--- config.mk ---
export PLATFORM = sky130hd
export DESIGN_NAME = udp_rx
export DESIGN_NICKNAME = d
export VERILOG_FILES = /design/src/rtl/udp_pkg.sv /design/src/rtl/axis_reg_slice.sv /design/src/rtl/udp_rx.sv
export SDC_FILE = /design/constraint.sdc
export NUM_CORES = 1
export LEC_CHECK = 0
export CAP_MARGIN = 20
export CORE_ASPECT_RATIO = 1.75
export CORE_UTILIZATION = 57
export CTS_BUF_LIST = sky130_fd_sc_hd__clkbuf_4
export DETAILED_ROUTE_END_ITERATION = 8
export GPL_ROUTABILITY_DRIVEN = 0
export PLACE_DENSITY = 0.92
export SKIP_CTS_REPAIR_TIMING = 1
export SYNTH_ARGS = -nofsm -noshare
export SYNTH_HDL_FRONTEND = slang
export SYNTH_SLANG_ARGS = --single-unit
--- constraint.sdc ---
create_clock -name i_clk -period 8.65 [get_ports i_clk]
set_clock_uncertainty 0.2 [all_clocks]
set_input_delay 1.73 -clock i_clk [delete_from_list [all_inputs] [get_ports i_clk]]
set_output_delay 1.73 -clock i_clk [all_outputs]
set_load 0.05 [all_outputs]
--- src/rtl/udp_pkg.sv ---
// Shared UDP receive types: header layout (big-endian wire order, src first) and parser states.
package udp_pkg;

    localparam int UDP_HDR_BYTES = 8;

    typedef struct packed {
        logic [15:0] src_port;
        logic [15:0] dst_port;
        logic [15:0] length;
        logic [15:0] checksum;
    } udp_hdr_t;

    typedef enum logic [2:0] {
        IDLE,
        HDR,
        HDR_OUT,
        PAYLOAD,
        DRAIN
    } udp_rx_state_t;

endpackage

--- src/rtl/axis_reg_slice.sv ---
// One-entry AXI-Stream register stage: one cycle latency, full throughput.
// Upstream ready is !full || downstream ready; the held beat is stable until taken.
module axis_reg_slice #(
    parameter int DATA_WIDTH = 8
) (
    input  logic                  i_clk,
    input  logic                  i_reset,
    input  logic [DATA_WIDTH-1:0] s_tdata,
    input  logic                  s_tvalid,
    input  logic                  s_tlast,
    output logic                  s_trdy,
    output logic [DATA_WIDTH-1:0] m_tdata,
    output logic                  m_tvalid,
    output logic                  m_tlast,
    input  logic                  m_trdy
);

    logic [DATA_WIDTH-1:0] dat_q, dat_d;
    logic                  vld_q, vld_d;
    logic                  last_q, last_d;

    assign s_trdy   = !vld_q || m_trdy;
    assign m_tdata  = dat_q;
    assign m_tvalid = vld_q;
    assign m_tlast  = last_q;

    always_comb begin
        dat_d  = dat_q;
        vld_d  = vld_q;
        last_d = last_q;
        if (s_tvalid && s_trdy) begin
            dat_d  = s_tdata;
            last_d = s_tlast;
            vld_d  = 1'b1;
        end else if (m_trdy) begin
            vld_d = 1'b0;
        end
    end

    always_ff @(posedge i_clk) begin
        if (i_reset) begin
            dat_q  <= '0;
            vld_q  <= 1'b0;
            last_q <= 1'b0;
        end else begin
            dat_q  <= dat_d;
            vld_q  <= vld_d;
            last_q <= last_d;
        end
    end

endmodule

--- src/rtl/udp_rx.sv ---
// UDP de-encapsulator: header fields valid the cycle after byte 7, payload one cycle after acceptance.
// Input stalls while the header waits for its handshake and while the payload stage is full.
module udp_rx
    import udp_pkg::*;
#(
    parameter int AXI_DATA_WIDTH = 8
) (
    input  logic                      i_clk,
    input  logic                      i_reset,
    input  logic [AXI_DATA_WIDTH-1:0] s_axis_tdata,
    input  logic                      s_axis_tvalid,
    input  logic                      s_axis_tlast,
    output logic                      s_axis_trdy,
    output logic                      m_udp_hdr_tvalid,
    input  logic                      m_udp_hdr_trdy,
    output logic [15:0]               m_udp_src_port,
    output logic [15:0]               m_udp_dst_port,
    output logic [15:0]               m_udp_length,
    output logic [15:0]               m_udp_hdr_checksum,
    output logic [AXI_DATA_WIDTH-1:0] m_axis_tdata,
    output logic                      m_axis_tvalid,
    output logic                      m_axis_tlast,
    input  logic                      m_axis_trdy,
    output logic                      o_hdr_err,
    output logic                      o_len_err
);

    localparam logic [15:0] HDR_LEN  = 16'(UDP_HDR_BYTES);
    localparam logic [2:0]  LAST_IDX = 3'(UDP_HDR_BYTES - 1);

    udp_rx_state_t state_q, state_d;
    udp_hdr_t      hdr_q, hdr_d;
    logic [2:0]    bcnt_q, bcnt_d;
    logic [15:0]   pcnt_q, pcnt_d;
    logic          ended_q, ended_d;
    logic          rdy_en_q, rdy_en_d;

    logic [$bits(udp_hdr_t)-1:0] hdr_vec;
    logic [2:0]                  byte_idx;
    logic                        accept;
    logic                        sl_in_vld, sl_in_last, sl_in_rdy;
    logic                        hdr_err, len_err;

    axis_reg_slice #(
        .DATA_WIDTH(AXI_DATA_WIDTH)
    ) u_pay_slice (
        .i_clk    (i_clk),
        .i_reset  (i_reset),
        .s_tdata  (s_axis_tdata),
        .s_tvalid (sl_in_vld),
        .s_tlast  (sl_in_last),
        .s_trdy   (sl_in_rdy),
        .m_tdata  (m_axis_tdata),
        .m_tvalid (m_axis_tvalid),
        .m_tlast  (m_axis_tlast),
        .m_trdy   (m_axis_trdy)
    );

    always_comb begin
        case (state_q)
            HDR_OUT: s_axis_trdy = 1'b0;
            PAYLOAD: s_axis_trdy = sl_in_rdy;
            default: s_axis_trdy = rdy_en_q;
        endcase
    end

    assign accept = s_axis_tvalid && s_axis_trdy;

    always_comb begin
        state_d    = state_q;
        hdr_d      = hdr_q;
        bcnt_d     = bcnt_q;
        pcnt_d     = pcnt_q;
        ended_d    = ended_q;
        rdy_en_d   = 1'b1;
        hdr_err    = 1'b0;
        len_err    = 1'b0;
        sl_in_vld  = 1'b0;
        sl_in_last = 1'b0;
        byte_idx   = (state_q == IDLE) ? 3'd0 : bcnt_q;
        hdr_vec    = hdr_q;

        // Header bytes land by position so byte 0 is the MSB of src_port.
        if (accept && (state_q == IDLE || state_q == HDR)) begin
            hdr_vec[(UDP_HDR_BYTES - 1 - int'(byte_idx)) * 8 +: 8] = s_axis_tdata;
            hdr_d  = udp_hdr_t'(hdr_vec);
            bcnt_d = byte_idx + 3'd1;
        end

        case (state_q)
            IDLE: begin
                if (accept) begin
                    if (s_axis_tlast) hdr_err = 1'b1;
                    else              state_d = HDR;
                end
            end
            HDR: begin
                if (accept) begin
                    if (bcnt_q == LAST_IDX) begin
                        state_d = HDR_OUT;
                        ended_d = s_axis_tlast;
                        if (s_axis_tlast && hdr_d.length > HDR_LEN) len_err = 1'b1;
                    end else if (s_axis_tlast) begin
                        hdr_err = 1'b1;
                        state_d = IDLE;
                    end
                end
            end
            HDR_OUT: begin
                if (m_udp_hdr_trdy) begin
                    pcnt_d  = (hdr_q.length >= HDR_LEN) ? hdr_q.length - HDR_LEN : 16'd0;
                    ended_d = 1'b0;
                    if (ended_q) begin
                        state_d = IDLE;
                    end else if (hdr_q.length < HDR_LEN) begin
                        len_err = 1'b1;
                        state_d = DRAIN;
                    end else if (hdr_q.length == HDR_LEN) begin
                        state_d = DRAIN;
                    end else begin
                        state_d = PAYLOAD;
                    end
                end
            end
            PAYLOAD: begin
                if (accept) begin
                    sl_in_vld  = 1'b1;
                    sl_in_last = (pcnt_q == 16'd1) || s_axis_tlast;
                    pcnt_d     = pcnt_q - 16'd1;
                    // Bytes beyond the UDP length are link padding, discarded in DRAIN.
                    if (pcnt_q == 16'd1) begin
                        state_d = s_axis_tlast ? IDLE : DRAIN;
                    end else if (s_axis_tlast) begin
                        len_err = 1'b1;
                        state_d = IDLE;
                    end
                end
            end
            DRAIN: begin
                if (accept && s_axis_tlast) state_d = IDLE;
            end
            default: state_d = IDLE;
        endcase
    end

    always_ff @(posedge i_clk) begin
        if (i_reset) begin
            state_q  <= IDLE;
            hdr_q    <= '0;
            bcnt_q   <= '0;
            pcnt_q   <= '0;
            ended_q  <= 1'b0;
            rdy_en_q <= 1'b0;
        end else begin
            state_q  <= state_d;
            hdr_q    <= hdr_d;
            bcnt_q   <= bcnt_d;
            pcnt_q   <= pcnt_d;
            ended_q  <= ended_d;
            rdy_en_q <= rdy_en_d;
        end
    end

    assign m_udp_hdr_tvalid   = (state_q == HDR_OUT);
    assign m_udp_src_port     = hdr_q.src_port;
    assign m_udp_dst_port     = hdr_q.dst_port;
    assign m_udp_length       = hdr_q.length;
    assign m_udp_hdr_checksum = hdr_q.checksum;
    assign o_hdr_err          = hdr_err;
    assign o_len_err          = len_err;

endmodule

# [Word-level counts from Yosys, hierarchy flattened]
# Cells that the tools add are included.
[totals] ff_bits=98 output_inout_bits=78
[op_classes] add_sub_neg=5 magnitude_cmp=3 n_eq_ne=14 shift=2 n_mux=47 n_reduce_logical=16
[ops] operator="$bwmux W64" count=1
[ops] operator="$shift A8 B33 Y64 const A" count=1
[ops] operator="$shiftx A8 B33 Y64" count=1
[ops] operator="$mux W16" count=3
[ops] operator="$mux W3" count=14
[ops] operator="$neg A7 Y33" count=1
[ops] operator="$mux W32" count=1
[ops] operator="$pmux W16 S2" count=1
[ops] operator="$mux W1" count=22
[ops] operator="$eq A16 B1 Y1 const B" count=1
[ops] operator="$eq A16 B4 Y1 const B" count=1
[ops] operator="$ge A16 B4 Y1 const B" count=1
[ops] operator="$gt A16 B4 Y1 const B" count=1
[ops] operator="$lt A16 B4 Y1 const B" count=1
[ops] operator="$sub A16 B1 Y16 const B" count=1
[ops] operator="$sub A16 B4 Y16 const B" count=1
[ops] operator="$pmux W3 S5" count=1
[ops] operator="$ne A2 B2 Y1 const B" count=5
[ops] operator="$eq A3 B2 Y1 const B" count=2
[ops] operator="$eq A3 B3 Y1 const B" count=2
[ops] operator="$pmux W1 S2" count=3
[ops] operator="$reduce_and A6 Y1" count=1
[ops] operator="$reduce_bool A2 Y1" count=3
[ops] operator="$logic_and A1 B1 Y1" count=5
[ops] operator="10 further kinds" count=13

# [Depth between registers and ports, before layout]
[depth] ltp_word=13 mapped_depth=11 ltp_nobuf=9

# [Modules after synthesis]
# A second synthesis with hierarchy kept.
[hier_totals] cells_unflattened=576 hier_area_um2=4936.0
[modules_own_cells] module="udp_rx" n_inst=1 cells_per_inst=531 area_each_um2=4465.5
[modules_own_cells] module="axis_reg_slice" n_inst=1 cells_per_inst=45 area_each_um2=470.5

# [Least setup slack after synthesis]
# No wires, ideal clock.
[synth_timing] path_kind="input port to output port" from="in s_axis_tdata[7]" to="out o_len_err" t_arrival_ns=3.426 required_time_ns=6.720 path_slack_ns=3.294 stages=6 path_buffers=1 cell_sequence="clkbuf_1 or4_1 a21o_1 mux2_1 o311ai_1 nand2_1"
[synth_via] elab_chain_len=9
[synth_rtl] element="from (decl)" line="udp_rx.sv:10" rtl="input logic [AXI_DATA_WIDTH-1:0] s_axis_tdata,"
[synth_rtl] element="$shiftx A8 B33 Y64" line="udp_rx.sv:85" rtl="hdr_vec[(UDP_HDR_BYTES - 1 - int'(byte_idx)) * 8 +: 8] = s_axis_tdata;"
[synth_rtl] element="$bwmux W64" line="udp_rx.sv:85"
[synth_rtl] element="$mux W32" line="udp_rx.sv:84" rtl="if (accept && (state_q == IDLE || state_q == HDR)) begin"
[synth_rtl] element="$gt A16 B4 Y1" line="udp_rx.sv:102" rtl="if (s_axis_tlast && hdr_d.length > HDR_LEN) len_err = 1'b1;"
[synth_rtl] element="$logic_and A1 B1 Y1" line="udp_rx.sv:102"
[synth_rtl] element="$mux W1" line="udp_rx.sv:102"
[synth_rtl] element="$mux W1" line="udp_rx.sv:99" rtl="if (bcnt_q == LAST_IDX) begin"
[synth_rtl] element="$mux W1" line="udp_rx.sv:98" rtl="if (accept) begin"
[synth_rtl] element="$pmux W1 S3" line="udp_rx.sv:90" rtl="case (state_q)"
[synth_rtl] element="to (decl)" line="udp_rx.sv:25" rtl="output logic o_len_err"
# Every way passes these cells.

# [Final worst setup path]
[layout_timing] from="in s_axis_tvalid" to="out o_len_err"
[layout_via] elab_chain_len=9 elab_cells_between_ends=10 classes_between="order compare: 1; mux: 6; reduce/logical: 3"
[layout_rtl] element="from (decl)" line="udp_rx.sv:11" rtl="input logic s_axis_tvalid,"
[layout_rtl] element="$logic_and A1 B1 Y1 (*)" line="udp_rx.sv:67" rtl="assign accept = s_axis_tvalid && s_axis_trdy;"
[layout_rtl] element="$logic_and A1 B1 Y1" line="udp_rx.sv:84"
[layout_rtl] element="$mux W32" line="udp_rx.sv:84"
[layout_rtl] element="$gt A16 B4 Y1" line="udp_rx.sv:102"
[layout_rtl] element="$logic_and A1 B1 Y1" line="udp_rx.sv:102"
[layout_rtl] element="$mux W1" line="udp_rx.sv:102"
[layout_rtl] element="$mux W1" line="udp_rx.sv:99"
[layout_rtl] element="$mux W1" line="udp_rx.sv:98"
[layout_rtl] element="$pmux W1 S3 (*)" line="udp_rx.sv:90"
# Every way passes the cells marked *; elsewhere a longest branch is shown, timed or not.

==> impl_metrics.json <==
{
  "worst_hold_slack_ps": 276,
  "fin_tns_setup_ps": 0,
  "wirelength_mm": 13.0,
  "p_sw_frac": 0.250,
  "clockRootBuffer": "clkbuf_4",
  "wl_per_cell_um": 19.0,
  "async_reset_ff_frac": 0,
  "initial_core_util": 0.593,
  "worst_setup_path_start_kind": "input pin",
  "ant_nets": 0,
  "ys.flop_type": "dfxtp_1",
  "cap_violations": 0,
  "min_period_over_period": 0.749,
  "rsz0062_at_grt": "false",
  "port_buffers": 91,
  "p_int_uw": 592,
  "crit_path_max_fanout": 9,
  "hold_violations": 0,
  "violations": "design-rule violations",
  "antenna_found_initial": 1,
  "rrSetupSlack_ps": 5380,
  "crit_top_cell": "clkdlybuf4s50_1",
  "dieArea_um2": 8360,
  "min_period_ps": 6480,
  "drv_slew": 0,
  "synthesis.area_um2": 4550,
  "remaining_drc_errors": 1,
  "cp_slowest_cell": "clkdlybuf4s50_1",
  "ys_ff_latch": 98,
  "seq_power_share": 0.580,
  "required_ps": 6720,
  "clock_path_buffers": 2,
  "clkLatencyLatePin_ps": 480,
  "cts-buffers-inserted": 9,
  "yosysSeqAreaShare": 0.431,
  "pwr-share-clk": 0.356,
  "critPathKind": "in2out",
  "synth_fp_nets": 536,
  "final_area_um2": 5620,
  "pwr-share-comb": 0.064,
  "ys_warn_count": 0,
  "postPlaceCellArea_um2": 5460,
  "cp_data_arrival_time_ps": 4550,
  "synth_edf_count": 0,
  "crit_chain": "clkdlybuf4s50_1, and2_1, nand3_1, nor4b_2, buf_4, mux2_1, o311ai_1, nand2_1, clkdlybuf4s50_1",
  "grt_overflow": 0,
  "hold_class": "reg2reg",
  "rows": 42,
  "cpPeakStageDelay_ps": 710,
  "clock_sinks": 98,
  "fin_util": 0.733,
  "core_area_um2": 7670,
  "p_leak_uw": 0.00219,
  "grt_pass1_vias": 4237,
  "grt_pass1_wl_mm": 20.9,
  "netlist_instances": 517,
  "cp-end-kind": "primary output",
  "fmax_ghz": 0.154,
  "num_vias": 4267,
  "grt_max_degree": 94,
  "power_density_nw_per_um2": 140,
  "relSlewSlack": 0.347,
  "postSynthAreaPerCell_um2": 8.81,
  "die_height_um": 120,
  "die_x_um": 69.6,
  "path_clk_slew_ps": 140,
  "area_delta_synth_final_pct": 23.5,
  "drive_gt1_frac": 0.0606,
  "vdd.ir_drop.worst_mv": 0.133,
  "viasPerCell": 6.25,
  "drt-initial-drc-count": 603,
  "synthDistinctLibCells": 60,
  "outcome": "finished, violations left",
  "dr.pass1.iters": 9,
  "p_switching_uw": 198,
  "io_pins": 92,
  "hpwlAfterDp_mm": 9.14,
  "cts_tree": "built",
  "grt_use_total": 0.318,
  "fin_nets": 608,
  "htreeDepth": 3,
  "worstMarginPinSlew_ps": 976,
  "finalSetupViolCount": 0
}
## cell usage in the layout (no fill, tap or decap), types with 5 or more instances in the layout
master           instances
nor2_1                  89
dfxtp_1                 98
nor3_1                   9
nor4_1                   9
nand2_1                 45
clkbuf_4                10
xor2_1                   5
ha_1                     5
and3_1                   5
inv_1                    9
mux2i_1                 67
o21ai_1                  5
clkdlybuf4s50_1         90
o21ai_0                 17
nand3_1                 10
xnor2_1                  5
a21oi_1                 26
a32o_1                   6
## routing by layer
| metal | track usage | wire [um] |
|---|---|---|
| met1 | 0.324 | 4550 |
| met2 | 0.566 | 6850 |
| met3 | 0.0800 | 858 |
| met4 | 0.210 | 724 |
| met5 | 0 | 0 |
## power by group through the flow
stage | combinational [uW] | sequential, uW | clock (uW)
global route | 52.8 | 459 | 299
CTS | 49.7 | 458 | 278
detailed placement | 49.6 | 468 | 0
global placement | 48.4 | 468 | 0
floorplan | 26.1 | 473 | 0
finish | 50.3 | 458 | 281
## worst paths after layout
| path | from | end | depth (start not counted) |
|---|---|---|---|
| worst max-delay path | s_axis_tvalid | o_len_err | 9 |
| worst min register to register | u_pay_slice.m_tdata[2] | u_pay_slice.m_tdata[2] | 2 |
| worst max register to register | state_q[0] | m_udp_src_port[5] | 9 |
| worst min-delay path | u_pay_slice.m_tdata[2] | u_pay_slice.m_tdata[2] | 2 |
## through the flow
| step | total power (uW) | setup WS [ps] | std cells |
|---|---|---|---|
| floorplan | 500 | 3290 | 517 |
| global placement | 516 | 2230 | 666 |
| detailed placement | 517 | 2240 | 666 |
| CTS | 786 | 2210 | 682 |
| global route | 811 | 2040 | 683 |
| finish | 790 | 2170 | 683 |
## kinds of logic after synthesis
logic type / after synthesis / synth area share
compound gates: 84 / 0.123
xor+xnor: 10 / 0.0192
fa+ha+maj: 5 / 0.0137
buf+inv: 45 / 0.0431
flops: 98 / 0.431
mux: 68 / 0.150
simple gates: 207 / 0.220
## state kept, by name, indices dropped and copies added, names as in the netlist
register and cells:
bcnt_q 3, ended_q 1, m_udp_dst_port 16, m_udp_hdr_checksum 16, m_udp_length 16, m_udp_src_port 16
pcnt_q 16, rdy_en_q 1, state_q 3, u_pay_slice.m_tdata 8, u_pay_slice.m_tlast 1, u_pay_slice.m_tvalid 1
## worst max-delay path: cells and delay by family
kind            cells  cell delay, ps
compound gates      1             240
mux                 1             340
simple gates        4             760
buf+inv             3            1470
## area by class of cell
class,instances,area (um2)
fillers,528,2050
repair buffers,95,936
flip-flops and latches,98,1960
well taps,88,110
multi-input cells,374,2410
clock buffers,10,75.1
inverters,11,41.3
diodes,1,2.50
clock inverters,6,90.1
## cells in the mapped netlist, types with 4 or more instances
| cell | instances | area [um2] |
|---|---|---|
| a211oi_1 | 4 | 30.0 |
| nor4_1 | 9 | 56.3 |
| a21oi_1 | 26 | 130 |
| ha_1 | 5 | 62.6 |
| nor2b_1 | 4 | 25.0 |
| nand2_1 | 45 | 169 |
| a32o_1 | 6 | 60.1 |
| o31ai_1 | 4 | 30.0 |
| o22ai_1 | 4 | 25.0 |
| nand3_1 | 10 | 50.1 |
| o21ai_1 | 5 | 25.0 |
| dfxtp_1 | 98 | 1960 |
| o21ai_0 | 17 | 85.1 |
| xor2_1 | 5 | 43.8 |
| nor2_1 | 89 | 334 |
| and3_1 | 5 | 31.3 |
| nor4b_1 | 4 | 35.0 |
| clkbuf_1 | 23 | 86.3 |
| or4_1 | 4 | 30.0 |
| buf_2 | 7 | 35.0 |
| inv_1 | 9 | 33.8 |
| nand2b_1 | 4 | 25.0 |
| xnor2_1 | 5 | 43.8 |
| nor3_1 | 9 | 45.0 |
| mux2i_1 | 67 | 671 |
No activity file was read; power rests on OpenSTA's default activity.
